$ cat config.mk
export PLATFORM = sky130hd
export DESIGN_NAME = csa_addsub_pipe
export DESIGN_NICKNAME = d
export VERILOG_FILES = /design/src/rtl/csa_pkg.sv /design/src/rtl/csa_block.sv /design/src/rtl/csa_addsub_pipe.sv
export SDC_FILE = /design/constraint.sdc
export NUM_CORES = 1
export LEC_CHECK = 0
export CAP_MARGIN = 20
export CORE_MARGIN = 2
export CORE_UTILIZATION = 39
export DETAILED_ROUTE_END_ITERATION = 7
export PLACE_DENSITY = 0.7
export SYNTH_ARGS = -nofsm -noshare
export SYNTH_HDL_FRONTEND = slang
export SYNTH_SLANG_ARGS = --single-unit
export TNS_END_PERCENT = 20
$ cat constraint.sdc
create_clock -name clk -period 3.4 [get_ports clk]
set_clock_uncertainty 0.1 [all_clocks]
set_input_delay 0.68 -clock clk [delete_from_list [all_inputs] [get_ports clk]]
set_output_delay 0.68 -clock clk [all_outputs]
set_load 0.02 [all_outputs]
$ cat src/rtl/csa_pkg.sv
// Shared constants and helpers for the pipelined carry-select add/sub unit.
package csa_pkg;

    localparam logic MODE_ADD = 1'b1;
    localparam logic MODE_SUB = 1'b0;

    localparam int unsigned CSA_WIDTH = 16;
    localparam int unsigned CSA_BLK_W = 4;

    // Widest datapath the saturation helper can describe.
    localparam int unsigned SAT_MAX_W = 64;

    // Saturation limit of width w: 0x80..0 when neg, else 0x7F..F (upper bits zero).
    function automatic logic [SAT_MAX_W-1:0] sat_limit(input int unsigned w, input logic neg);
        logic [SAT_MAX_W-1:0] v;
        v = '0;
        for (int unsigned i = 0; i < SAT_MAX_W; i++) begin
            if (i + 1 < w) begin
                v[i] = ~neg;
            end else if (i + 1 == w) begin
                v[i] = neg;
            end
        end
        return v;
    endfunction

endpackage

$ cat src/rtl/csa_block.sv
// Combinational carry-select slice: two ripple paths (cin=0 / cin=1) and a select mux.
module csa_block #(
    parameter int unsigned W = 4
) (
    input  logic [W-1:0] i_a,
    input  logic [W-1:0] i_b,
    input  logic         i_cin,
    output logic [W-1:0] o_s,
    output logic         o_cout
);

    logic [W:0]   w_c0;
    logic [W:0]   w_c1;
    logic [W-1:0] w_s0;
    logic [W-1:0] w_s1;

    always_comb begin
        w_c0    = '0;
        w_c1    = '0;
        w_s0    = '0;
        w_s1    = '0;
        w_c0[0] = 1'b0;
        w_c1[0] = 1'b1;
        for (int unsigned i = 0; i < W; i++) begin
            w_s0[i]   = i_a[i] ^ i_b[i] ^ w_c0[i];
            w_c0[i+1] = (i_a[i] & i_b[i]) | (w_c0[i] & (i_a[i] ^ i_b[i]));
            w_s1[i]   = i_a[i] ^ i_b[i] ^ w_c1[i];
            w_c1[i+1] = (i_a[i] & i_b[i]) | (w_c1[i] & (i_a[i] ^ i_b[i]));
        end
    end

    assign o_s    = i_cin ? w_s1 : w_s0;
    assign o_cout = i_cin ? w_c1[W] : w_c0[W];

endmodule

$ cat src/rtl/csa_addsub_pipe.sv
// Pipelined carry-select add/sub, one block resolved per stage, valid/ready with global stall.
// Optional macro CSA_SAT_EN: saturate the sum on signed overflow in the output stage.
module csa_addsub_pipe
    import csa_pkg::*;
#(
    parameter int unsigned WIDTH = CSA_WIDTH,
    parameter int unsigned BLK_W = CSA_BLK_W
) (
    input  logic             clk,
    input  logic             rst_n,
    input  logic             in_valid,
    output logic             in_ready,
    input  logic [WIDTH-1:0] a,
    input  logic [WIDTH-1:0] b,
    input  logic             mode,
    output logic             out_valid,
    input  logic             out_ready,
    output logic [WIDTH-1:0] sum,
    output logic             c_out,
    output logic             overflow,
    output logic             zero
);

    localparam int unsigned NUM_BLK = WIDTH / BLK_W;

    if ((WIDTH % BLK_W) != 0) begin : g_bad_width
        $error("csa_addsub_pipe: WIDTH must be a multiple of BLK_W");
    end

    // Stage k holds full operands (skew), carry into block k, and sum bits resolved so far.
    logic             r_vld [NUM_BLK];
    logic [WIDTH-1:0] r_a   [NUM_BLK];
    logic [WIDTH-1:0] r_b   [NUM_BLK];
    logic             r_c   [NUM_BLK];
    logic [WIDTH-1:0] r_s   [NUM_BLK];

    logic             r_out_valid;
    logic [WIDTH-1:0] r_sum;
    logic             r_cout;
    logic             r_ovf;
    logic             r_zero;

    logic [BLK_W-1:0] w_bs    [NUM_BLK];
    logic             w_bc    [NUM_BLK];
    logic [WIDTH-1:0] w_snext [NUM_BLK];
    logic             w_adv;
    logic             w_sub;
    logic [WIDTH-1:0] w_full;
    logic             w_cmsb;
    logic             w_ovf;
    logic [WIDTH-1:0] w_res;

    assign w_adv = !r_out_valid || out_ready;
    assign w_sub = (mode == MODE_SUB);

    for (genvar g = 0; g < NUM_BLK; g++) begin : g_blk
        csa_block #(
            .W(BLK_W)
        ) u_blk (
            .i_a   (r_a[g][g*BLK_W +: BLK_W]),
            .i_b   (r_b[g][g*BLK_W +: BLK_W]),
            .i_cin (r_c[g]),
            .o_s   (w_bs[g]),
            .o_cout(w_bc[g])
        );
    end

    always_comb begin
        for (int unsigned k = 0; k < NUM_BLK; k++) begin
            w_snext[k]                    = r_s[k];
            w_snext[k][k*BLK_W +: BLK_W] = w_bs[k];
        end
    end

    // Carry into the MSB recovered from its sum bit; overflow when it differs from carry out.
    assign w_full = w_snext[NUM_BLK-1];
    assign w_cmsb = r_a[NUM_BLK-1][WIDTH-1] ^ r_b[NUM_BLK-1][WIDTH-1] ^ w_full[WIDTH-1];
    assign w_ovf  = w_cmsb ^ w_bc[NUM_BLK-1];

`ifdef CSA_SAT_EN
    // Effective-B sign selects direction: both operands negative can only overflow downward.
    assign w_res = w_ovf ? WIDTH'(sat_limit(WIDTH, r_b[NUM_BLK-1][WIDTH-1])) : w_full;
`else
    assign w_res = w_full;
`endif

    always_ff @(posedge clk or negedge rst_n) begin
        if (!rst_n) begin
            for (int unsigned k = 0; k < NUM_BLK; k++) begin
                r_vld[k] <= 1'b0;
                r_a[k]   <= '0;
                r_b[k]   <= '0;
                r_c[k]   <= 1'b0;
                r_s[k]   <= '0;
            end
            r_out_valid <= 1'b0;
            r_sum       <= '0;
            r_cout      <= 1'b0;
            r_ovf       <= 1'b0;
            r_zero      <= 1'b0;
        end else if (w_adv) begin
            r_vld[0] <= in_valid;
            if (in_valid) begin
                r_a[0] <= a;
                r_b[0] <= b ^ {WIDTH{w_sub}};
                r_c[0] <= w_sub;
                r_s[0] <= '0;
            end
            for (int unsigned k = 1; k < NUM_BLK; k++) begin
                r_vld[k] <= r_vld[k-1];
                if (r_vld[k-1]) begin
                    r_a[k] <= r_a[k-1];
                    r_b[k] <= r_b[k-1];
                    r_c[k] <= w_bc[k-1];
                    r_s[k] <= w_snext[k-1];
                end
            end
            r_out_valid <= r_vld[NUM_BLK-1];
            if (r_vld[NUM_BLK-1]) begin
                r_sum  <= w_res;
                r_cout <= w_bc[NUM_BLK-1];
                r_ovf  <= w_ovf;
                r_zero <= (w_res == '0);
            end
        end
    end

    assign in_ready  = w_adv;
    assign out_valid = r_out_valid;
    assign sum       = r_sum;
    assign c_out     = r_cout;
    assign overflow  = r_ovf;
    assign zero      = r_zero;

endmodule

# Word-level counts from Yosys, hierarchy flattened
# Cells that the tools add are included.
[totals]
ff_bits = 180
in_bits = 37
out_inout_bits = 21
word_cells = 156
[op_classes]
reduce_logical = 8
bitwise_logic = 116
n_mux = 8
[ops]
columns = ["cell", "count"]
rows = [
  ["XOR 1 bit", 42],
  ["AND 1 bit", 40],
  ["bitwise OR 1 bit", 28],
  ["zero test 16 bit", 1],
  ["two-way mux 4 bit", 4],
  ["XOR 16 bit", 1],
  ["AND reduction 2 bit", 5],
  ["inverter 1 bit", 5],
  ["two-way mux 1 bit", 4],
  ["zero test 1 bit", 1],
  ["logical OR 1 bit", 1],
]

# Depth between registers and ports, before layout
[depth]
ltp_word = 10
ltp_mapped = 10
mapped_depth_nobuf = 10

# Modules after synthesis
# Synthesis repeated with hierarchy kept, for this count alone.
[unflattened]
cells_unflattened = 410
hier_area_um2 = 6099.6
[by_module_without_submodules]
columns = ["mod", "cells_per_inst", "area_each_um2", "seq_area_each_um2", "instances"]
rows = [
  ["csa_addsub_pipe", 334, 5524.0, 3303.2, 1],
  ["csa_block", 19, 143.9, 0.0, 4],
]

# Worst setup path before layout
# Ideal clock, no wire load.
[synth_timing]
path_kind = "register -> register"
startpoint = "register r_b[12] in the netlist's numbering"
endpoint = "register r_ovf, in the netlist overflow"
path_stages_with_launch = 10
period_less_slack_ns = 2.666
required_ns = 3.175
setup_time_ns = 0.125
setup_slack_ns = 0.734
n_path_buf = 0
t_arrival_ns = 2.441
cell_sequence = "dfrtp_1 ha_1 nor2_1 a21oi_1 fa_1 fa_1 inv_1 fa_1 xnor2_1 mux2_2"
[synth_via]
elab_chain_len = 10
word_cells_on_any_way = 21
cone_classes = "2 x mux; 19 x bitwise"
[synth_rtl]
columns = ["item", "line_no", "rtl"]
rows = [
  ["start, declared", "csa_addsub_pipe.sv:33", "logic [WIDTH-1:0] r_b [NUM_BLK];"],
  ["start signal, assigned by index", "csa_addsub_pipe.sv:113", "r_b[k] <= r_b[k-1];"],
  ["AND 1 bit or XOR 1 bit (tied branches)", "-", ""],
  ["bitwise OR 1 bit", "csa_block.sv:28", "w_c1[i+1] = (i_a[i] & i_b[i]) | (w_c1[i] & (i_a[i] ^ i_b[i]));"],
  ["AND 1 bit", "csa_block.sv:28", ""],
  ["bitwise OR 1 bit", "csa_block.sv:28", ""],
  ["AND 1 bit", "csa_block.sv:28", ""],
  ["bitwise OR 1 bit", "csa_block.sv:28", ""],
  ["XOR 1 bit or AND 1 bit (tied branches)", "csa_block.sv:27, csa_block.sv:28", ""],
  ["two-way mux 4 bit or bitwise OR 1 bit (tied branches)", "csa_block.sv:32, csa_block.sv:28", ""],
  ["XOR 1 bit or two-way mux 1 bit (tied branches)", "csa_addsub_pipe.sv:77, csa_block.sv:33", ""],
  ["XOR 1 bit *", "csa_addsub_pipe.sv:78", "assign w_ovf = w_cmsb ^ w_bc[NUM_BLK-1];"],
  ["end signal, assigned", "csa_addsub_pipe.sv:122", "r_ovf <= w_ovf;"],
  ["end, declared", "csa_addsub_pipe.sv:40", "logic r_ovf;"],
]
# Every way passes the cells marked *; elsewhere a longest branch is shown, timed or not.
# A chain may end at the register's enable or synchronous reset.

# Final worst setup path
[layout_timing]
startpoint = "input out_ready"
endpoint = "output in_ready"
[layout_via]
elab_chain_len = 1
[layout_rtl]
columns = ["item", "line_no", "rtl"]
rows = [
  ["start, declared", "csa_addsub_pipe.sv:17", "input logic out_ready,"],
  ["logical OR 1 bit", "csa_addsub_pipe.sv:53", "assign w_adv = !r_out_valid || out_ready;"],
  ["end, declared", "csa_addsub_pipe.sv:12", "output logic in_ready,"],
]
# Every way passes these cells.

==> flow_summary.json <==
{
  "final_layout_size_suffix_gt1_frac": 0.297,
  "synth.distinct_cells": 31,
  "worstReg2RegStart": "r_a[12]",
  "crit_path_start_kind": "primary input",
  "syn_avg_cell_area_um2": 14.4,
  "setup_violations": 0,
  "ant_nets": 0,
  "ys_ff_latch": 132,
  "holdWs_ps": 219,
  "place.gp.congestion": 0.769,
  "grt_antenna_before_repair": 0,
  "vias": 3144,
  "dp_hpwl_mm": 7.13,
  "portBuffers": 57,
  "htreeDepth": 4,
  "reg2regPathDepth": 9,
  "vias_per_cell": 4.80,
  "grt_start_max_net_pins": 56,
  "path_class": "in2out",
  "worst_skew_pair.late_latency_ps": 410,
  "cap_violations": 0,
  "design.die.area_um2": 15600,
  "fin_nets": 516,
  "worstPathArrival_ps": 2370,
  "clk_path_buf_depth": 2,
  "fp.coreArea_um2": 14400,
  "dieHeight_um": 125,
  "reg2reg_to": "overflow",
  "routed_wl_mm": 9.81,
  "cts.clk_slew.worst_paths_ps": 60,
  "crit_required_ps": 2620,
  "cts_resized": 0,
  "ir_worst_vdd_mv": 0.440,
  "final_cell_mix": "132 x dfrtp_1, 82 x mux2_2, 56 x clkdlybuf4s50_1",
  "rsz0062_at_grt": "no",
  "setup_tns_ps": 0,
  "fmax_mhz": 318,
  "cp-end-kind": "output pin",
  "grt_pass1_wl_mm": 17.2,
  "clkSinkCount": 132,
  "layout_commonest_cell": "dfrtp_1",
  "area.growth.synth_to_final_pct": 22.5,
  "synth_area_leaders": "dfrtp_1 58%, mux2_2 16%, o21ai_0 4.7%",
  "ios": 58,
  "syn_nets": 455,
  "status": "finished, final reports clean",
  "grt_overflow": 0,
  "p_per_area_nw_per_um2": 1010,
  "yosysSeqAreaShare": 0.578,
  "power_leakage_nw": 3.10,
  "wl_per_cell_um": 15.0,
  "grt_pass1_vias": 3406,
  "min_period_ps": 3150,
  "drt-pass1-iter-count": 4,
  "placementRows": 44,
  "ctsHoldBuffers": 0,
  "postCtsSetupBuffers": 0,
  "path_max_fanout": 26,
  "slew_violations": 0,
  "drt_iter0_drc": 101,
  "yosysWarnings": 0,
  "numCtsBuffers": 17,
  "synth_top_area_frac": 0.578,
  "finalHoldViolCount": 0,
  "root_buffer": "clkbuf_16",
  "grt_usage": 0.137,
  "synth_area_leader_cell": "dfrtp_1",
  "min_period_over_period": 0.926,
  "syn_area_um2": 5710,
  "min_path_type": "in2async",
  "start_util": 0.396,
  "worstMarginPinSlew_ps": 836,
  "postSynthCellCount": 397,
  "rrSetupSlack_ps": 590,
  "dieWidth_um": 125,
  "slew_headroom": 0.441,
  "diodes": 0,
  "cts_tree": "built",
  "drc": 0
}
## worst max path at each step
stage / from / to / slack (ps)
2_1_floorplan: r_b[12] / overflow / 730
3_3_place_gp: out_ready / in_ready / 300
3_5_place_dp: out_ready / in_ready / 240
4_1_cts: out_ready / in_ready / 230
5_1_grt: out_ready / in_ready / 140
6_report: out_ready / in_ready / 250
## cells by family (layout without fill, tap and decap cells)
family          after synthesis  in the layout  share of synthesized area
buf+inv                      45            119                     0.0445
flops                       132            132                      0.578
xor+xnor                     22             22                     0.0337
simple gates                 16             16                     0.0188
fa+ha+maj                    21             21                     0.0618
compound gates               61             61                     0.0548
mux                         100            100                      0.208
## final cells by class
| class | count | area (um^2) |
|---|---|---|
| fillers | 1241 | 7430 |
| flip-flops and latches | 132 | 3300 |
| clock buffers | 19 | 443 |
| multi-input cells | 220 | 2150 |
| inverters | 28 | 110 |
| well taps | 184 | 230 |
| repair buffers | 59 | 596 |
| clock inverters | 13 | 158 |
## state kept, by name (all words and copies together) (netlist names), 4 cells and up
signal,flops
r_c,4
r_s,24
sum,16
r_b,40
r_a,40
r_vld,4
## cells in the mapped netlist
cell type,count
a21boi_0,1
a21oi_1,4
a31oi_1,1
buf_12,1
buf_2,2
buf_4,4
buf_6,6
clkbuf_1,3
clkbuf_2,1
dfrtp_1,132
fa_1,12
ha_1,9
inv_1,27
inv_6,1
mux2_2,82
mux2_4,17
mux2i_1,1
nand2_1,1
nand2_2,3
nand2_4,2
nand3_1,1
nand4_1,1
nor2_1,3
nor2b_4,1
nor3_1,1
nor4_1,2
nor4b_1,1
o21ai_0,54
o2bb2ai_1,1
xnor2_1,4
xor2_1,18
## metal layers
metal	track usage	up-vias	routed length [um]
li1	-	1491	-
met4	0.0431	0	104
met5	0	-	0
met1	0.174	1571	4530
met3	0.0415	9	396
met2	0.224	73	4790
## stage by stage
step	total power [W]	util	cells	worst slack, ps	instance area (um^2)
final	0.00708	0.485	655	251	6990
after detailed placement	0.00534	0.443	623	241	6390
after CTS	0.00718	0.485	655	235	6990
after global placement	0.00517	0.443	623	296	6390
after global routing	0.00757	0.485	655	140	6990
after floorplan	0.00455	-	397	734	5710
## critical path, cell delays in order
cell and delay (ps):
clkdlybuf4s50_1 440, nor2b_4 500, inv_6 150, clkdlybuf4s50_1 590
## report_power, final
| part | total [W] | internal, W | leakage [nW] | switching [W] |
|---|---|---|---|---|
| Sequential | 0.00276 | 0.00229 | 1.59 | 0.000472 |
| Combinational | 0.00250 | 0.00140 | 1.23 | 0.00109 |
| Clock | 0.00182 | 0.00117 | 0.285 | 0.000656 |
| Total | 0.00708 | 0.00486 | 3.10 | 0.00222 |
Note: power is estimated with default switching activity, not from simulation.
